## config.mk

```make
export PLATFORM = sky130hd
export DESIGN_NAME = skid_reg_stage
export DESIGN_NICKNAME = d
export VERILOG_FILES = /design/src/rtl/skid_reg_stage.sv
export SDC_FILE = /design/constraint.sdc
export NUM_CORES = 1
export LEC_CHECK = 0
export ABC_CLOCK_PERIOD_IN_PS = 4410
export BUFFER_PORTS_ARGS = -buffer_cell sky130_fd_sc_hd__buf_2
export CAP_MARGIN = 10
export CORE_ASPECT_RATIO = 0.75
export CORE_UTILIZATION = 47
export DETAILED_ROUTE_END_ITERATION = 10
export PLACE_DENSITY = 0.72
export SLEW_MARGIN = 20
export SYNTH_ARGS = -nofsm -noshare
export SYNTH_HDL_FRONTEND = slang
export SYNTH_SLANG_ARGS = --single-unit
```

## constraint.sdc

```tcl
create_clock -name CLK -period 4.41 [get_ports CLK]
set_input_delay 1.1025 -clock CLK [delete_from_list [all_inputs] [get_ports CLK]]
set_output_delay 1.1025 -clock CLK [all_outputs]
set_load 0.01 [all_outputs]
```

## src/rtl/skid_reg_stage.sv

```systemverilog
// skid_reg_stage: elastic two-entry valid/ready stage that registers both the data and the ready path.
// Optional saturating stall counter on STALL_CNT when SKID_REG_STAGE_STALL_CNT_EN is defined.
module skid_reg_stage #(
    parameter int WIDTH  = 18,
    parameter int SELECT = 1
) (
    input  logic             CLK,
    input  logic             RST,
    input  logic             CEN,
    input  logic [WIDTH-1:0] S_DATA,
    input  logic             S_VALID,
    output logic             S_READY,
    output logic [WIDTH-1:0] M_DATA,
    output logic             M_VALID,
    input  logic             M_READY,
    output logic [1:0]       OCC
`ifdef SKID_REG_STAGE_STALL_CNT_EN
    ,
    output logic [15:0]      STALL_CNT
`endif
);

    logic w_m_valid;
    logic w_s_ready;

    assign M_VALID = w_m_valid;
    assign S_READY = w_s_ready;

    generate
        if (SELECT == 0) begin : g_bypass
            logic w_unused_clk_rst;
            assign w_unused_clk_rst = CLK ^ RST;
            assign M_DATA    = S_DATA;
            assign w_m_valid = S_VALID & CEN;
            assign w_s_ready = M_READY & CEN;
            assign OCC       = 2'd0;
        end else begin : g_skid
            // State encoding equals occupancy so OCC is taken straight from the state flops.
            localparam logic [1:0] ST_EMPTY = 2'd0;
            localparam logic [1:0] ST_ONE   = 2'd1;
            localparam logic [1:0] ST_FULL  = 2'd2;

            logic [1:0]       r_state;
            logic [1:0]       w_state_nxt;
            logic [WIDTH-1:0] r_main;
            logic [WIDTH-1:0] r_skid;
            logic [WIDTH-1:0] w_main_nxt;
            logic [WIDTH-1:0] w_skid_nxt;
            logic             r_ready_q;
            logic             w_s_fire;
            logic             w_m_fire;

            assign w_m_valid = CEN & (r_state != ST_EMPTY);
            assign w_s_ready = CEN & r_ready_q & (r_state != ST_FULL);
            assign w_s_fire  = S_VALID & w_s_ready;
            assign w_m_fire  = w_m_valid & M_READY;
            assign M_DATA    = r_main;
            assign OCC       = r_state;

            // Next-state and datapath selection; both fires are zero while CEN is low, so everything holds.
            always_comb begin
                w_state_nxt = r_state;
                w_main_nxt  = r_main;
                w_skid_nxt  = r_skid;
                case (r_state)
                    ST_EMPTY: begin
                        if (w_s_fire) begin
                            w_main_nxt  = S_DATA;
                            w_state_nxt = ST_ONE;
                        end else begin
                            w_state_nxt = ST_EMPTY;
                        end
                    end
                    ST_ONE: begin
                        if (w_s_fire && w_m_fire) begin
                            w_main_nxt  = S_DATA;
                            w_state_nxt = ST_ONE;
                        end else if (w_s_fire) begin
                            w_skid_nxt  = S_DATA;
                            w_state_nxt = ST_FULL;
                        end else if (w_m_fire) begin
                            w_state_nxt = ST_EMPTY;
                        end else begin
                            w_state_nxt = ST_ONE;
                        end
                    end
                    ST_FULL: begin
                        if (w_m_fire) begin
                            w_main_nxt  = r_skid;
                            w_state_nxt = ST_ONE;
                        end else begin
                            w_state_nxt = ST_FULL;
                        end
                    end
                    default: begin
                        w_state_nxt = ST_EMPTY;
                    end
                endcase
            end

            // State, data registers and the post-reset ready flag.
            always_ff @(posedge CLK or negedge RST) begin
                if (!RST) begin
                    r_state   <= ST_EMPTY;
                    r_main    <= {WIDTH{1'b0}};
                    r_skid    <= {WIDTH{1'b0}};
                    r_ready_q <= 1'b0;
                end else begin
                    r_state   <= w_state_nxt;
                    r_main    <= w_main_nxt;
                    r_skid    <= w_skid_nxt;
                    r_ready_q <= r_ready_q | CEN;
                end
            end
        end
    endgenerate

`ifdef SKID_REG_STAGE_STALL_CNT_EN
    logic [15:0] r_stall_cnt;

    // Saturating count of cycles where a valid word waits on the downstream.
    always_ff @(posedge CLK or negedge RST) begin
        if (!RST) begin
            r_stall_cnt <= 16'd0;
        end else if (w_m_valid && !M_READY && (r_stall_cnt != 16'hFFFF)) begin
            r_stall_cnt <= r_stall_cnt + 16'd1;
        end
    end

    assign STALL_CNT = r_stall_cnt;
`endif

endmodule

```

==> results.py, run 1 <==
metrics = {
    "logic_synthesis": {
        "yosysSeqAreaShare": 0.5428,
        "synth_warnings": 0,
        "yosys_register_bits": 39,
        "synthDistinctLibCells": 17,
        "syn_area_mm2": 0.001798,
        "synth_nets": 144,
        "synth_cells": 119,
        "synth_area_per_cell_um2": 15.11,
    },
    "route": {
        "route.detailed.drc": 0,
        "postRouteAntennaNets": 0,
        "first_iter_violations": 24,
        "routed_wl_um": 3010,
        "via_per_inst": 5.059,
        "vias": 1108,
        "wl_per_cell_um": 13.74,
        "firstDrtPassIters": 4,
    },
    "final_layout": {
        "area_delta_synth_final_pct": 19.62,
        "diodes": 0,
        "final_util": 0.5875,
        "drive_above_1_share": 0.6587,
        "fin_nets": 192,
        "nFillCells": 308,
    },
    "critical_path": {
        "crit_chain": "nor2b_2, buf_4, inv_1, and3_1, buf_2",
        "reg2reg_from": "OCC[1]",
        "cp_slowest_stage_delay_ps": 450,
        "worst-setup-path-type": "reg2out",
        "critical_path_arrival_ps": 1870,
        "crit_path_start": "OCC[1]",
        "cp-start-kind": "flop",
        "cp.required_ps": 3310,
        "critPathBufInv": 3,
        "crit_fanout": 13,
        "crit_family": "simple AND/OR/NAND/NOR gates",
        "cp-end-kind": "primary output",
        "slowest_stage": "nor2b_2",
    },
    "die": {
        "row_count": 19,
        "initial_utilization": 0.4911,
        "fp.dieArea_mm2": 0.004080,
        "die_h_um": 55.57,
        "boundaryPins": 45,
        "coreArea_mm2": 0.003661,
        "fp.dieW_um": 73.42,
    },
    "min_path": {
        "hp-class": "reg2reg",
        "worstHoldStart": "g_skid.r_ready_q",
    },
    "sta": {
        "fmaxAchievable_mhz": 336.0,
        "worst_pin_slew_ps": 836.8,
        "fin_setup_tns_ps": 0,
        "finalHoldViolations": 0,
        "slew_violations": 0,
        "setup_viol": 0,
        "clock_skew_ps": 4.414,
        "holdWs_ps": 490.9,
        "min_period_ps": 2977,
        "post-route-period-util": 0.6749,
        "slew_headroom": 0.4421,
        "rsz0062_at_grt": "no",
    },
    "cts": {
        "clock_latency_ps": 280,
        "clk_pin_slew_ps": 70,
        "cts_setup_buffers": 0,
        "cts_buffer_depth": 2,
        "ctsHoldBuffers": 0,
        "cts.sinks": 39,
        "cts_resized": 0,
        "cts-buffers-inserted": 5,
        "h-tree-depth": 2,
        "cts_tree": "built",
        "cts.root.buffer_cell": "clkbuf_8",
    },
    "global_routing": {
        "grt_pass1_wl_um": 5326,
        "antenna_found_initial": 0,
        "grt_pass1_vias": 1193,
        "grt-ovfl-total": 0,
        "grt_max_degree": 40,
        "grtUsageTotal": 0.1726,
    },
    "power": {
        "max-vdd-ir-drop_uv": 324.2,
        "p_leak_nw": 1.027,
        "fin_total_pwr_mw": 1.400,
        "power-per-cell-area_mw_per_mm2": 650.7,
    },
    "job": {
        "drv_cap": 0,
    },
    "place": {
        "gp_congestion": 0.7144,
        "hpwl_um": 2095,
        "io_buffers": 44,
    },
    "run_status": {
        "status": "finished, final reports clean",
    },
}
## synthesized netlist by cell type
cell type  count  area [um^2]
a221o_1        1        10.01
and2b_1        1        7.510
and3_1         2        12.51
and4b_1        1        10.01
buf_2          3        15.01
buf_6          2        22.52
dfrtp_1       39        975.9
ha_1           2        25.02
inv_1          2        7.510
mux2_2        44        495.5
mux2_4        10        150.1
mux2i_1        1        10.01
nand2_1        4        15.01
nor2_1         1        3.750
nor2b_1        3        18.77
o22ai_1        1        6.260
or2_2          2        12.51
## final timing paths
| check | slack (ps) | cells after the start | endpoint |
|---|---|---|---|
| max in group asynchronous | 2970 | 1 | M_DATA[1] |
| hold / removal | 490 | 1 | g_skid.r_ready_q |
| setup reg to reg | 1840 | 6 | g_skid.r_skid[16] |
| min in group asynchronous | 920 | 1 | M_DATA[9] |
| hold reg to reg | 490 | 1 | g_skid.r_ready_q |
| setup / recovery | 1430 | 5 | S_READY |
## sequential cells by signal, summed over array words and instances (netlist names)
name,cells
M_DATA,18
g_skid.r_ready_q,1
g_skid.r_skid,18
OCC,2
## routing by layer
metal,vias up,share of wire,track usage
met5,-,0,0
met4,0,0.012,0.06593
met3,5,0.045,0.04380
met2,26,0.45,0.2672
met1,564,0.49,0.2334
li1,513,-,-
## power by group
group | internal [mW] | leakage (nW) | switching [mW]
combinational | 0.323 | 0.516 | 0.216
sequential | 0.534 | 0.463 | 0.0893
clock | 0.123 | 0.0470 | 0.114
## cell families after synthesis
kind of cell	count (synthesis)	synth area share
adder cells (fa/ha/maj)	2	0.01392
AND/OR/NAND/NOR	14	0.04453
AO/OA/AOI/OAI	2	0.009049
flip-flops	39	0.5428
multiplexers	55	0.3646
buffers and inverters	7	0.02505
## worst register-to-register path: cells and delay by family (launching register included)
kind | cells | cell delay [ps]
and+or+nand+nor | 3 | 1120
DFF | 1 | 430
muxes | 1 | 420
buffers and inverters | 1 | 310
adders and majority gates | 1 | 180
## stage by stage
stage	cells	worst slack [ps]	instance area, um^2
3_5_place_dp	212	1456	2063
6_report	219	1433	2151
4_1_cts	219	1393	2151
3_3_place_gp	212	1537	2063
5_1_grt	219	1282	2151
2_1_floorplan	119	1801	1798
## cell usage in the layout (no fill, tap or decap), types with 2 or more instances in the layout
| master | instances |
|---|---|
| nand2_1 | 4 |
| inv_1 | 2 |
| nor2b_1 | 2 |
| buf_2 | 44 |
| dfrtp_1 | 39 |
| clkbuf_8 | 6 |
| mux2_4 | 10 |
| buf_4 | 2 |
| ha_1 | 2 |
| or2_2 | 2 |
| mux2_2 | 44 |
| and3_1 | 2 |
## final cells by class
cell class / count / area (um^2) / share of cell area
inverters: 2 / 7.507 / 0.003490
well taps: 52 / 65.06 / 0.03025
multi-input cells: 73 / 779.5 / 0.3624
clock buffers: 6 / 82.58 / 0.03839
repair buffers: 46 / 235.2 / 0.1094
clock inverters: 1 / 5.005 / 0.002327
flip-flops and latches: 39 / 975.9 / 0.4538
(Power assumes the default switching activity.)
==> run 2: changes to the inputs <==
Settings changed: ABC_CLOCK_PERIOD_IN_PS 4410 to 2700, PLACE_DENSITY 0.72 to 0.75.
Clock period 4.41 ns to 2.7 ns, I/O delays scaled along.
==> run 2 against run 1 <==
Combinational power is 70% higher; routed wire length rose by 13%; die area did not move; register-to-register slack got worse by 1300 ps; clock power is 47% higher; largest cell class unchanged.
==> results.py, run 2 (synthesis results as in run 1) <==
metrics = {
    "route": {
        "wl_per_cell_um": 15.35,
        "first_iter_violations": 32,
        "route.detailed.drc": 0,
        "dr_wl_met3_um": 152,
        "routed_wl_um": 3393,
        "wl_met2_um": 1604,
        "vias": 1111,
        "via_per_inst": 5.027,
        "postRouteAntennaNets": 0,
        "top_layer": "met4",
        "firstDrtPassIters": 3,
        "drt-met1-wl_um": 1574,
    },
    "power": {
        "fin_total_pwr_mw": 2.308,
        "power-per-cell-area_mw_per_mm2": 1063,
        "max-vdd-ir-drop_uv": 555.2,
        "p_leak_nw": 1.038,
    },
    "die": {
        "fp.dieW_um": 73.42,
        "fp.dieArea_mm2": 0.004080,
        "coreArea_mm2": 0.003661,
        "initial_utilization": 0.4911,
        "boundaryPins": 45,
        "die_h_um": 55.57,
        "row_count": 19,
    },
    "global_routing": {
        "grt_max_degree": 40,
        "grtUsageTotal": 0.1906,
        "antenna_found_initial": 0,
        "grt-ovfl-total": 0,
        "grt_pass1_vias": 1159,
        "grt_pass1_wl_um": 5706,
    },
    "final_layout": {
        "multi_input_area_um2": 779.5,
        "final_util": 0.5930,
        "nFillCells": 302,
        "fin_nets": 195,
        "diodes": 0,
        "final_cell_mix": "44 x mux2_2, 44 x buf_2, 39 x dfrtp_1",
        "area_delta_synth_final_pct": 20.74,
        "drive_above_1_share": 0.6568,
        "seq_area_um2": 975.9,
        "fin_cells": 221,
    },
    "sta": {
        "worst_pin_slew_ps": 830.8,
        "min_period_ps": 2164,
        "post-route-period-util": 0.8014,
        "setup_viol": 0,
        "rsz0062_at_grt": "no",
        "slew_violations": 0,
        "clock_skew_ps": 5.575,
        "fmaxAchievable_mhz": 462.1,
        "fin_setup_tns_ps": 0,
        "slew_headroom": 0.4461,
        "finalHoldViolations": 0,
    },
    "place": {
        "io_buffers": 44,
        "dpl.cell_count": 215,
        "gp_congestion": 0.7860,
        "hpwl_um": 2468,
    },
    "critical_path": {
        "regToRegEndpoint": "M_DATA[5]",
        "crit_fanout": 9,
        "cp_slowest_stage_delay_ps": 430,
        "cp-end-kind": "primary output",
        "crit_chain": "nor2b_2, buf_4, inv_1, and3_1, buf_2",
        "slowest_stage": "dfrtp_1",
        "critical_path_arrival_ps": 1490,
        "worst-setup-path-type": "reg2out",
        "cp-start-kind": "flop",
        "r2r.worst_path.cells": 7,
        "cp.required_ps": 2030,
        "reg2reg_from": "OCC[1]",
        "r2r_slack_ps": 580,
    },
    "cts": {
        "cts.sinks": 39,
        "cts_tree": "built",
        "clk_pin_slew_ps": 70,
        "h-tree-depth": 2,
        "ctsHoldBuffers": 0,
        "clock_latency_ps": 290,
        "cts_setup_buffers": 0,
        "cts.root.buffer_cell": "clkbuf_8",
        "cts_resized": 0,
        "cts_buffer_depth": 2,
        "cts-buffers-inserted": 5,
    },
    "run_status": {
        "status": "finished, final reports clean",
    },
    "min_path": {
        "hp-class": "in2async",
    },
    "job": {
        "drv_cap": 0,
    },
}
[run 2: metrics by stage]
step | hold slack (ps) | setup WS [ps] | instance area (um^2)
2_1_floorplan | 379.4 | 518.2 | 1798
3_3_place_gp | 460.8 | 452.8 | 2098
3_5_place_dp | 473.4 | 384.5 | 2098
4_1_cts | 494.1 | 521.9 | 2171
5_1_grt | 516.8 | 444.7 | 2171
6_report | 486.3 | 536.2 | 2171
[run 2: power by group]
| part | switching (mW) | leakage (nW) | total [mW] | internal (mW) |
|---|---|---|---|---|
| Clock | 0.176 | 0.0371 | 0.348 | 0.172 |
| Sequential | 0.172 | 0.463 | 1.05 | 0.874 |
| Combinational | 0.369 | 0.537 | 0.915 | 0.546 |
| Total | 0.717 | 1.04 | 2.31 | 1.59 |
[run 2: per-layer routing]
metal | global-route usage | vias up
met4 | 0.08242 | 0
li1 | - | 521
met5 | 0 | -
met2 | 0.2870 | 29
met1 | 0.2634 | 553
met3 | 0.04562 | 8
[run 2: layout make-up]
type,count,share of cell area
clock buffer,6,0.03343
sequential,39,0.4496
timing repair buffer,49,0.1245
multi-input combinational,73,0.3591
inverter,2,0.003458
tap,52,0.02997
[run 2: worst max-delay path by stage]
| stage | startpoint | endpoint | slack [ps] |
|---|---|---|---|
| final | OCC[1] | S_READY | 540 |
| after global routing | OCC[0] | S_READY | 440 |
| after CTS | OCC[0] | S_READY | 520 |
| after detailed placement | CEN | M_DATA[5] | 380 |
| after global placement | S_VALID | M_DATA[4] | 450 |
| after floorplan | S_VALID | M_DATA[0] | 520 |
[run 2: worst max-delay path, delay by kind of cell (launching register included)]
| family | cells | cell delay [ps] |
|---|---|---|
| and+or+nand+nor | 2 | 360 |
| buffers and inverters | 3 | 410 |
| DFF | 1 | 430 |
==> run 3: changes to the inputs <==
Settings changed: ABC_AREA from default to 1, ABC_CLOCK_PERIOD_IN_PS 2700 to 1900, PLACE_DENSITY 0.75 to 0.74.
Clock period 2.7 ns to 1.9 ns, I/O delays scaled along.
==> run 3 against run 2 <==
Count of clock-buffer cells in the layout decreased by 1; cell count is 38% higher; critical path depth is 1 lower; sequential power grew 39%; largest cell class unchanged; largest power group is now combinational cells.
==> results.py, run 3 <==
metrics = {
    "route": {
        "routed_wl_um": 3864,
        "postRouteAntennaNets": 0,
        "firstDrtPassIters": 4,
        "first_iter_violations": 83,
        "wl_per_cell_um": 12.67,
        "via_per_inst": 4.810,
        "route.detailed.drc": 0,
        "vias": 1467,
    },
    "die": {
        "initial_utilization": 0.5013,
        "coreArea_mm2": 0.003756,
        "fp.dieW_um": 75.09,
        "fp.dieArea_mm2": 0.004266,
        "die_h_um": 56.82,
        "row_count": 19,
        "boundaryPins": 45,
    },
    "logic_synthesis": {
        "syn_area_mm2": 0.001883,
        "synth-main-ff-cell": "dfrtp_1",
        "synth_cells": 202,
        "synth_top_area_share": 0.5183,
        "synth_area_per_cell_um2": 9.322,
        "synth_warnings": 0,
        "synthDistinctLibCells": 17,
        "synth-edff-count": 0,
        "synthMostInstantiatedCell": "nand2_1",
        "synth_top_cell_by_area": "dfrtp_1",
        "synthTopCellsByArea": "dfrtp_1 52%, nand2_1 19%, mux2_2 11%",
        "async_reset_ff_frac": 1.000,
        "yosys_register_bits": 39,
        "yosysSeqAreaShare": 0.5183,
        "synth_common_cells": "95 x nand2_1, 39 x dfrtp_1, 18 x mux2_2, 18 x nand4_1, 6 x buf_2",
        "synth_nets": 227,
    },
    "power": {
        "power-per-cell-area_mw_per_mm2": 1681,
        "fin_total_pwr_mw": 3.850,
        "p_leak_nw": 1.252,
        "max-vdd-ir-drop_uv": 679.7,
    },
    "place": {
        "io_buffers": 44,
        "dpl.cell_count": 297,
        "hpwl_um": 2877,
        "gp_congestion": 0.8376,
    },
    "final_layout": {
        "final_cell_mix": "95 x nand2_1, 44 x buf_2, 38 x dfrtp_1",
        "diodes": 0,
        "nFillCells": 345,
        "area_delta_synth_final_pct": 21.66,
        "fin_nets": 277,
        "final_util": 0.6099,
        "final_common_cell": "nand2_1",
        "fin_cells": 305,
        "drive_above_1_share": 0.3557,
    },
    "critical_path": {
        "crit_fanout": 5,
        "r2r_slack_ps": 180,
        "critical_path_arrival_ps": 1280,
        "worst-setup-path-type": "reg2out",
        "regToRegEndpoint": "g_skid.r_skid[10]",
        "cp.required_ps": 1420,
        "cp-end-kind": "primary output",
        "reg2reg_from": "OCC[0]",
        "r2r.worst_path.cells": 8,
        "cp-start-kind": "flop",
    },
    "cts": {
        "h-tree-depth": 2,
        "clock_latency_ps": 290,
        "cts.root.buffer_cell": "clkbuf_8",
        "clk_pin_slew_ps": 80,
        "ctsHoldBuffers": 0,
        "cts-buffers-inserted": 5,
        "cts_tree": "built",
        "cts_buffer_depth": 2,
        "cts.sinks": 39,
        "cts_setup_buffers": 0,
    },
    "sta": {
        "slew_headroom": 0.7995,
        "post-route-period-util": 0.9235,
        "setup_viol": 0,
        "fin_setup_tns_ps": 0,
        "clock_skew_ps": 6.632,
        "worst_pin_slew_ps": 299.6,
        "finalHoldViolations": 0,
        "rsz0062_at_grt": "no",
        "slew_violations": 0,
        "min_period_ps": 1755,
        "fmaxAchievable_mhz": 569.9,
    },
    "global_routing": {
        "grtUsageTotal": 0.2076,
        "antenna_found_initial": 0,
        "grt-ovfl-total": 0,
        "grt_pass1_wl_um": 6382,
        "grt_pass1_vias": 1367,
        "grt_max_degree": 40,
    },
    "run_status": {
        "status": "finished, final reports clean",
    },
    "min_path": {
        "hp-class": "in2async",
    },
    "job": {
        "drv_cap": 0,
    },
}
## run 3: final cells by class
| cell class | count | area, um^2 | area share |
|---|---|---|---|
| tap | 52 | 65.06 | 0.02840 |
| multi-input combinational | 147 | 817.0 | 0.3566 |
| sequential | 39 | 977.2 | 0.4265 |
| timing repair buffer | 52 | 292.8 | 0.1278 |
| clock buffer | 5 | 68.82 | 0.03004 |
| inverter | 7 | 26.28 | 0.01147 |
| clock inverter | 3 | 43.79 | 0.01912 |
## run 3: how the worst max path moves through the flow
stage	startpoint	end	slack, ps
after floorplan	OCC[0]	g_skid.r_skid[0]	60
after global placement	CEN	g_skid.r_skid[15]	130
after detailed placement	CEN	M_DATA[7]	70
after CTS	OCC[1]	S_READY	130
after global routing	OCC[1]	M_DATA[7]	20
final	OCC[1]	S_READY	150
## run 3: layer usage
metal | global-route usage | routed length (um) | up-vias
met5 | 0 | 0 | -
met4 | 0.07278 | 80 | 0
met3 | 0.04847 | 172 | 9
met2 | 0.2857 | 1658 | 40
met1 | 0.3159 | 1953 | 660
li1 | - | - | 758
## run 3: what timing repair did
item | CTS | global route
gates resized for setup | 0 | 1
hold endpoints to repair | 0 | 0
endpoints found under the setup margin | 0 | 1
## run 3: power by group
| group | switching [mW] | internal (mW) | leakage [nW] | total [mW] |
|---|---|---|---|---|
| clock network | 0.297 | 0.391 | 0.0581 | 0.688 |
| logic | 1.01 | 0.696 | 0.721 | 1.71 |
| registers | 0.215 | 1.24 | 0.473 | 1.46 |
## run 3: per-stage QoR
stage	worst slack [ps]	cell area (um^2)	hold WS, ps
floorplan	56.41	1883	179.4
global placement	127.4	2177	448.7
detailed placement	67.56	2177	451.9
CTS	128.1	2290	136.5
global route	19.67	2291	142.3
finish	145.4	2291	131.4
## run 3: kinds of logic (layout without fill, tap and decap cells)
group / count (synthesis) / count (layout) / synth area share
buf+inv: 16 / 67 / 0.04784
compound gates: 1 / 1 / 0.003988
flops: 39 / 39 / 0.5183
fa+ha+maj: 2 / 2 / 0.01329
simple gates: 126 / 126 / 0.3090
mux: 18 / 18 / 0.1076
## run 3: critical path, cell delays in order (launching register included)
cell	delay (ps)
dfrtp_1	440
inv_2	90
nor2_1	260
nor2_1	70
buf_2	140
